===== src/rtl/glyph_shift_reg.sv =====
// ---------------------------------------------------------------------------
// glyph_shift_reg
//
// Parallel-in / serial-out shift register for the text-mode scan-out path.
// The VGA timing logic loads one glyph row (font byte) per character cell.
// The register then emits one pixel bit per pixel clock. A 1 selects the
// foreground colour and a 0 selects the background colour.
//
// Parameters:
//   WIDTH      bits held and shifted per load (must be >= 2)
//   MSB_FIRST  1: emit bit WIDTH-1 first and shift left
//              0: emit bit 0 first and shift right
//   FILL_BIT   value shifted into the vacated end on each shift
//
// Ports:
//   clk             pixel clock; all state changes on the rising edge
//   rst_n           synchronous active-low reset
//   data_in         parallel load value (glyph row bits)
//   data_in_enable  load strobe; a load wins over a shift in the same cycle
//   shift_enable    advance one bit per cycle while high
//   data_out        current serial bit (combinational from the register)
//
// Optional feature (macro SHIFT_REG_STATUS_EN):
//   bits_left       loaded bits not yet shifted out, saturating at 0
//   empty           high when bits_left == 0
// ---------------------------------------------------------------------------
module glyph_shift_reg #(
  parameter int unsigned WIDTH     = 8,
  parameter bit          MSB_FIRST = 1'b1,
  parameter logic        FILL_BIT  = 1'b0
) (
  input  logic             clk,
  input  logic             rst_n,
  input  logic [WIDTH-1:0] data_in,
  input  logic             data_in_enable,
  input  logic             shift_enable,
  output logic             data_out
`ifdef SHIFT_REG_STATUS_EN
  ,
  output logic [$clog2(WIDTH+1)-1:0] bits_left,
  output logic                       empty
`endif
);

  logic [WIDTH-1:0] sr;
  logic [WIDTH-1:0] sr_shifted;

  // Shift direction and output end are fixed at elaboration time.
  // No multiplexer is needed at run time.
  generate
    if (MSB_FIRST) begin : g_msb_first
      assign sr_shifted = {sr[WIDTH-2:0], FILL_BIT};
      assign data_out   = sr[WIDTH-1];
    end else begin : g_lsb_first
      assign sr_shifted = {FILL_BIT, sr[WIDTH-1:1]};
      assign data_out   = sr[0];
    end
  endgenerate

  // Reset overrides everything. A load replaces the shift that would
  // otherwise happen on the same edge. This lets the caller reload on the
  // final pixel of a cell without leaving a gap in the pixel stream.
  always_ff @(posedge clk) begin
    // NOTE: use non-blocking assignments for all registered state.
    // Every register then samples values from before the edge.
    if (!rst_n) begin
      sr <= '0;
    end else if (data_in_enable) begin
      sr <= data_in;
    end else if (shift_enable) begin
      sr <= sr_shifted;
    end
  end

`ifdef SHIFT_REG_STATUS_EN
  localparam int unsigned CNT_W = $clog2(WIDTH + 1);
  localparam logic [CNT_W-1:0] CNT_FULL = CNT_W'(WIDTH);

  logic [CNT_W-1:0] cnt;

  // The counter follows the same priority order as sr. Once every loaded
  // bit has been shifted out, further shifts only move FILL_BIT, so the
  // count stays at zero.
  always_ff @(posedge clk) begin
    if (!rst_n) begin
      cnt <= '0;
    end else if (data_in_enable) begin
      cnt <= CNT_FULL;
    end else if (shift_enable && (cnt != '0)) begin
      cnt <= cnt - CNT_W'(1);
    end
  end

  assign bits_left = cnt;
  assign empty     = (cnt == '0);
`endif

endmodule


===== config.mk =====
export PLATFORM = sky130hd
export DESIGN_NAME = glyph_shift_reg
export DESIGN_NICKNAME = d
export VERILOG_FILES = /design/src/rtl/glyph_shift_reg.sv
export SDC_FILE = /design/constraint.sdc
export NUM_CORES = 1
export LEC_CHECK = 0
export CAP_MARGIN = 20
export CELL_PAD_IN_SITES_DETAIL_PLACEMENT = 2
export CELL_PAD_IN_SITES_GLOBAL_PLACEMENT = 2
export CORE_AREA = 2 2 39 41
export DETAILED_ROUTE_END_ITERATION = 12
export DIE_AREA = 0 0 41 43
export DONT_BUFFER_PORTS = 1
export PLACE_DENSITY_LB_ADDON = 0.1
export SYNTH_ARGS = -nofsm -noshare
export SYNTH_HDL_FRONTEND = slang
export SYNTH_SLANG_ARGS = --single-unit

===== constraint.sdc =====
create_clock -name clk -period 2.8 [get_ports clk]
set_input_delay 0.56 -clock clk [delete_from_list [all_inputs] [get_ports clk]]
set_output_delay 0.56 -clock clk [all_outputs]
set_load 0.02 [all_outputs]

# [Word level (Yosys, flattened, before mapping)]
# Index checks and enable logic that the tools add are counted.
[classes] muxes=2 reduce_logical=1
[op_table] op="8-bit two-way mux" count=2
[op_table] op="2-bit nonzero test" count=1
[word_totals] reg_bits=8 in_bits=12 output_inout_bits=1 wordCells=4

# [Logic depth before layout (Yosys ltp)]
# Gate-level depths: netlist of run 1.
[logic_depth] word_depth=2 depth_mapped=3 depth_no_buf=2

# [Worst setup path after synthesis of run 1]
# OpenSTA, ideal clock, no wires.
[synth_path] path_type="input-to-reg" start="input shift_enable" end="register sr[1]" setup_time_ns=0.116 arrival_time_ns=1.162 required_time_ns=2.684 path_slack_ns=1.521 cell_stages=3 path_buffers=1 cell_sequence="buf_6 > mux2_4 > o211a_1"
[synth_via] elab_chain_len=1
[synth_rtl] element="from (decl)" line_no="36" rtl="input logic shift_enable,"
[synth_rtl] element="2-bit nonzero test (no source line)"
[synth_rtl] element="to (signal assigned)" line_no="69" rtl="sr <= data_in;"
[synth_rtl] element="to (signal assigned)" line_no="71" rtl="sr <= sr_shifted;"
[synth_rtl] element="to (decl)" line_no="45" rtl="logic [WIDTH-1:0] sr;"
# No other way between the ends.
# A chain may end at the register's enable or synchronous reset.

# [Worst setup path in the final report of run 1]
[layout_path] start="register sr[7]" end="output data_out"
[layout_lines] element="to (decl)" line_no="37" rtl="output logic data_out"
# No word-level cell between the ends.

==> impl_metrics.json, run 1 <==
{
  "min_period_over_period_pct": 44.6,
  "run_status": "finished, final reports clean",
  "synthFlopType": "dfxtp_1",
  "number_of_antenna_violations_at_the_first_check_in_global_routing": 0,
  "yosysMostFrequentCell": "dfxtp_1",
  "detail_route.vias_per_cell": 5.08,
  "clockRootBuffer": "clkbuf_4",
  "rsz0062_at_grt": "false",
  "synth_common_cells": "dfxtp_1, mux2_4, nand2b_1, o211a_1",
  "post_synth.cell_area_avg_um2": 12.0,
  "place.gp.congestion": 0.582,
  "core_area_um2": 1380,
  "pin_count_of_the_biggest_net_entering_global_routing": 17,
  "largest_registers": "sr x8",
  "worstSetupStartpointType": "flop",
  "cts_hold_buf": 0,
  "initial_utilization_pct": 30.3,
  "drt-wirelength-per-cell_um": 15.5,
  "post_cts.resized_instances": 0,
  "placedCellCount": 48,
  "area_growth_syn_to_layout_pct": 5.37,
  "hold_slack_ps": 435,
  "number_of_distinct_library_cells_after_synthesis": 10,
  "grt_first_pass_wirelength_um": 1230,
  "p_per_area_nw_per_um2": 546,
  "hold_depth": 1,
  "dp_hpwl_um": 591,
  "floorplan.rows": 14,
  "synth_enable_flop_cells": 0,
  "die_height_um": 43,
  "p_leak_nw": 0.237,
  "track_usage_pct": 11.3,
  "postSynth.asyncResetShare_pct": 0,
  "detailroute.via_count": 259,
  "route.final.wire_length_um": 793,
  "worstPathRequired_ps": 2240,
  "vdd_drop_max_uv": 161,
  "regMostFlops": "sr",
  "drt_iter0_markers": 3,
  "tritoncts_clock_tree": "built",
  "clock_path_buffers": 2,
  "count_of_port_buffers_added_during_placement": 0,
  "yosys.area.top_type": "dfxtp_1",
  "synth-seq-area-share_pct": 38.2,
  "antenna_cells_inserted": 0,
  "instances_no_fill": 51,
  "clock_sink_count": 8,
  "criticalPathCategory": "flop to output port",
  "die_w_um": 41,
  "flip_flop_count_of_the_largest_register_after_layout": 8,
  "cp_data_arrival_time_ps": 690,
  "grt_total_ovfl": 0,
  "hp-class": "input port to flop",
  "yosys_register_bits": 8,
  "netlist_instances": 35,
  "htree_levels": 1,
  "worst_r2r_path_depth": 2,
  "period_minus_slack_ps": 1250,
  "critPathMaxFanout": 2,
  "synthesis.yosys.warnings": 0,
  "finalSetupTns_ps": 0,
  "path_depth": 0,
  "fp.dieArea_um2": 1760,
  "finalMaxSlewViolations": 0,
  "ant_nets": 0,
  "worst_slew_pin_slew_ps": 230,
  "synth_nets": 47,
  "crit_path_end_kind": "output port",
  "synthesis.area_um2": 419,
  "achievable-frequency_mhz": 800,
  "grt_pass1_vias": 285,
  "path_clk_slew_ps": 50,
  "slew_headroom_pct": 84.7,
  "drc": 0,
  "cts_setup_buffers": 0,
  "max_cap_violations": 0,
  "clock_skew_ps": 2.45,
  "report.final.hold_viol_count": 0,
  "synth_top_cells_by_area": "dfxtp_1, mux2_4, o211a_1, nand2b_1, buf_6",
  "setup_violations": 0,
  "clock_latency_ps": 250,
  "post-synth-top-area-fraction_pct": 38.2,
  "floorplan.io_pins": 13,
  "numCtsBuffers": 3,
  "nets": 49,
  "final_layout_size_suffix_gt1_share_pct": 28.6,
  "detailedRoute.firstPassIterationCount": 3
}
[cell families after synthesis]
family	count (synthesis)	share of synthesized area, %
AND/OR/NAND/NOR	9	13.4
buffers and inverters	3	4.77
multiplexers	7	25.1
flip-flops	8	38.2
AO/OA/AOI/OAI	8	18.5
[cell usage in the layout (no fill, tap or decap)]
cell type / instances
a21boi_1: 1
dfxtp_1: 8
nand2b_1: 7
mux2_4: 7
or3b_1: 1
nand2_1: 1
clkbuf_4: 3
o211a_1: 7
[report_power, final]
part	internal, W	leakage, nW	switching [W]
registers	0.000122	0.0665	0.00000573
clock network	0.0000489	0.0138	0.0000370
logic	0.0000215	0.157	0.00000576
[stage by stage]
step	total power (W)	setup slack, ps	area, um2	utilization (%)
final	0.000241	1550	442	31.9
after global routing	0.000255	1510	442	31.9
after floorplan	0.000161	1520	419	-
after global placement	0.000157	1650	419	30.3
after CTS	0.000249	1530	442	31.9
after detailed placement	0.000158	1640	419	30.3
[metal layers]
metal | GRT usage, % | wire [um]
met1 | 12.1 | 293
met2 | 16.6 | 433
met3 | 5.24 | 66
met4 | 8.00 | 0
met5 | 0 | 0
[final timing paths]
check / start / slack, ps / to
min: rst_n / 440 / sr[7]
max: sr[7] / 1550 / data_out
max reg2reg: sr[7] / 1840 / sr[7]
min reg2reg: sr[0] / 560 / sr[0]
[cell type report]
| cell class | instances | area [um2] |
|---|---|---|
| multi-input cells | 24 | 239 |
| well taps | 16 | 20.0 |
| flip-flops and latches | 8 | 160 |
| fillers | 152 | 942 |
| clock buffers | 3 | 22.5 |
(Power assumes the default switching activity.)
==> inputs of run 2 (changes only) <==
- clock period: 2.8 -> 1.2 ns (I/O delays scaled with it)
==> impl_metrics.json, run 2 (synthesis results as in run 1) <==
{
  "clockRootBuffer": "clkbuf_4",
  "nets": 49,
  "clock_path_buffers": 2,
  "drc": 0,
  "criticalPathCategory": "flop to flop",
  "count_of_port_buffers_added_during_placement": 0,
  "clock_skew_ps": 1.01,
  "number_of_filler_cells_placed_in_the_layout": 150,
  "largest_registers": "sr x8",
  "period_minus_slack_ps": 959,
  "power_frac_clock_pct": 36.7,
  "final_layout_size_suffix_gt1_share_pct": 28.6,
  "achievable-frequency_mhz": 1040,
  "multiInputGateArea_um2": 239,
  "number_of_antenna_violations_at_the_first_check_in_global_routing": 0,
  "clock_sink_count": 8,
  "worstSetupStartpointType": "flop",
  "sw_frac_of_total_pct": 21.5,
  "place.gp.congestion": 0.615,
  "tritoncts_clock_tree": "built",
  "finalSetupTns_ps": 0,
  "worst_hold_startpoint": "rst_n",
  "instance_area_at_placement_um2": 419,
  "finalMaxSlewViolations": 0,
  "area_growth_syn_to_layout_pct": 5.37,
  "report.final.hold_viol_count": 0,
  "antenna_cells_inserted": 0,
  "worstPathRequired_ps": 1350,
  "floorplan.rows": 14,
  "regMostFlops": "sr",
  "crit_path_end_kind": "flop",
  "drt-wirelength-per-cell_um": 16.5,
  "most_common_cell_after_layout_fill_and_taps_aside": "dfxtp_1",
  "rsz0062_at_grt": "false",
  "die_w_um": 41,
  "drt_iter0_markers": 3,
  "vdd_drop_max_uv": 519,
  "run_status": "finished, final reports clean",
  "worst_slew_pin_slew_ps": 225,
  "flip_flop_count_of_the_largest_register_after_layout": 8,
  "worst_setup_path_startpoint": "sr[7]",
  "numCtsBuffers": 3,
  "min_period_over_period_pct": 79.9,
  "htree_levels": 1,
  "p_per_area_nw_per_um2": 1300,
  "grt_pass1_vias": 315,
  "route.final.wire_length_um": 839,
  "fp.dieArea_um2": 1760,
  "hp-class": "input port to flop",
  "detailedRoute.firstPassIterationCount": 3,
  "path_clk_slew_ps": 60,
  "power.internal_w": 0.000450,
  "final_area_um2": 442,
  "regToRegStartpoint": "sr[7]",
  "detailroute.via_count": 267,
  "power.share.combinational_pct": 11.1,
  "critPathMaxFanout": 2,
  "track_usage_pct": 11.9,
  "grt_total_ovfl": 0,
  "ant_nets": 0,
  "setup_violations": 0,
  "max_cap_violations": 0,
  "p_leak_nw": 0.237,
  "cts_setup_buffers": 0,
  "layout.cells.most_common_list": "dfxtp_1, mux2_4, nand2b_1, o211a_1, clkbuf_4",
  "die_height_um": 43,
  "clock_latency_ps": 250,
  "floorplan.io_pins": 13,
  "post_cts.resized_instances": 0,
  "initial_utilization_pct": 30.3,
  "grt_first_pass_wirelength_um": 1350,
  "final-seq-area_um2": 160,
  "core_area_um2": 1380,
  "pin_count_of_the_biggest_net_entering_global_routing": 17,
  "netSwitchingPower_w": 0.000123,
  "cp_data_arrival_time_ps": 1100,
  "part_of_the_power_in_registers_pct": 52.2,
  "slew_headroom_pct": 85.0,
  "cts_hold_buf": 0,
  "detail_route.vias_per_cell": 5.24
}
run 2: cell counts in the layout (fill, tap and decap cells not counted):
Identical to the previous run, type by type.
run 2: per-layer routing:
metal  global-route usage (%)  part of all wire, %  wire length [um]
met5                        0                    0                 0
met4                     8.00                    0                 0
met1                     13.4                   38               317
met2                     18.1                   55               461
met3                     3.66                  7.2                60
run 2: through the flow:
step | std cells | util, % | hold WS, ps | setup slack (ps) | power [W]
global route | 51 | 31.9 | 105 | 208 | 0.000605
detailed placement | 48 | 30.3 | 378 | 244 | 0.000370
floorplan | 35 | - | 383 | 241 | 0.000375
CTS | 51 | 31.9 | 99.1 | 236 | 0.000589
finish | 51 | 31.9 | 113 | 241 | 0.000573
global placement | 48 | 30.3 | 377 | 251 | 0.000365
run 2: path summary, 6_finish.rpt:
kind                              end  slack [ps]  cells after the start
worst min register to register  sr[0]         580                      2
worst min-delay path            sr[3]         110                      1
worst max register to register  sr[7]         240                      2
worst max-delay path            sr[7]         240                      2
run 2: power by group through the flow:
stage	clock network (W)	registers [W]	logic, W
2_1_floorplan	0	0.000300	0.0000746
3_3_place_gp	0	0.000303	0.0000617
3_5_place_dp	0	0.000305	0.0000645
4_1_cts	0.000225	0.000299	0.0000648
5_1_grt	0.000234	0.000302	0.0000695
6_report	0.000210	0.000299	0.0000636
run 2: cell type report:
class	instances	share of cell area, %
Tap cell	16	4.53
Clock buffer	3	5.10
Sequential cell	8	36.3
Multi-Input combinational cell	24	54.1
run 2: critical path, cell delays in order, from the launching register on:
cell and delay, ps:
dfxtp_1 370, mux2_4 280, o211a_1 200
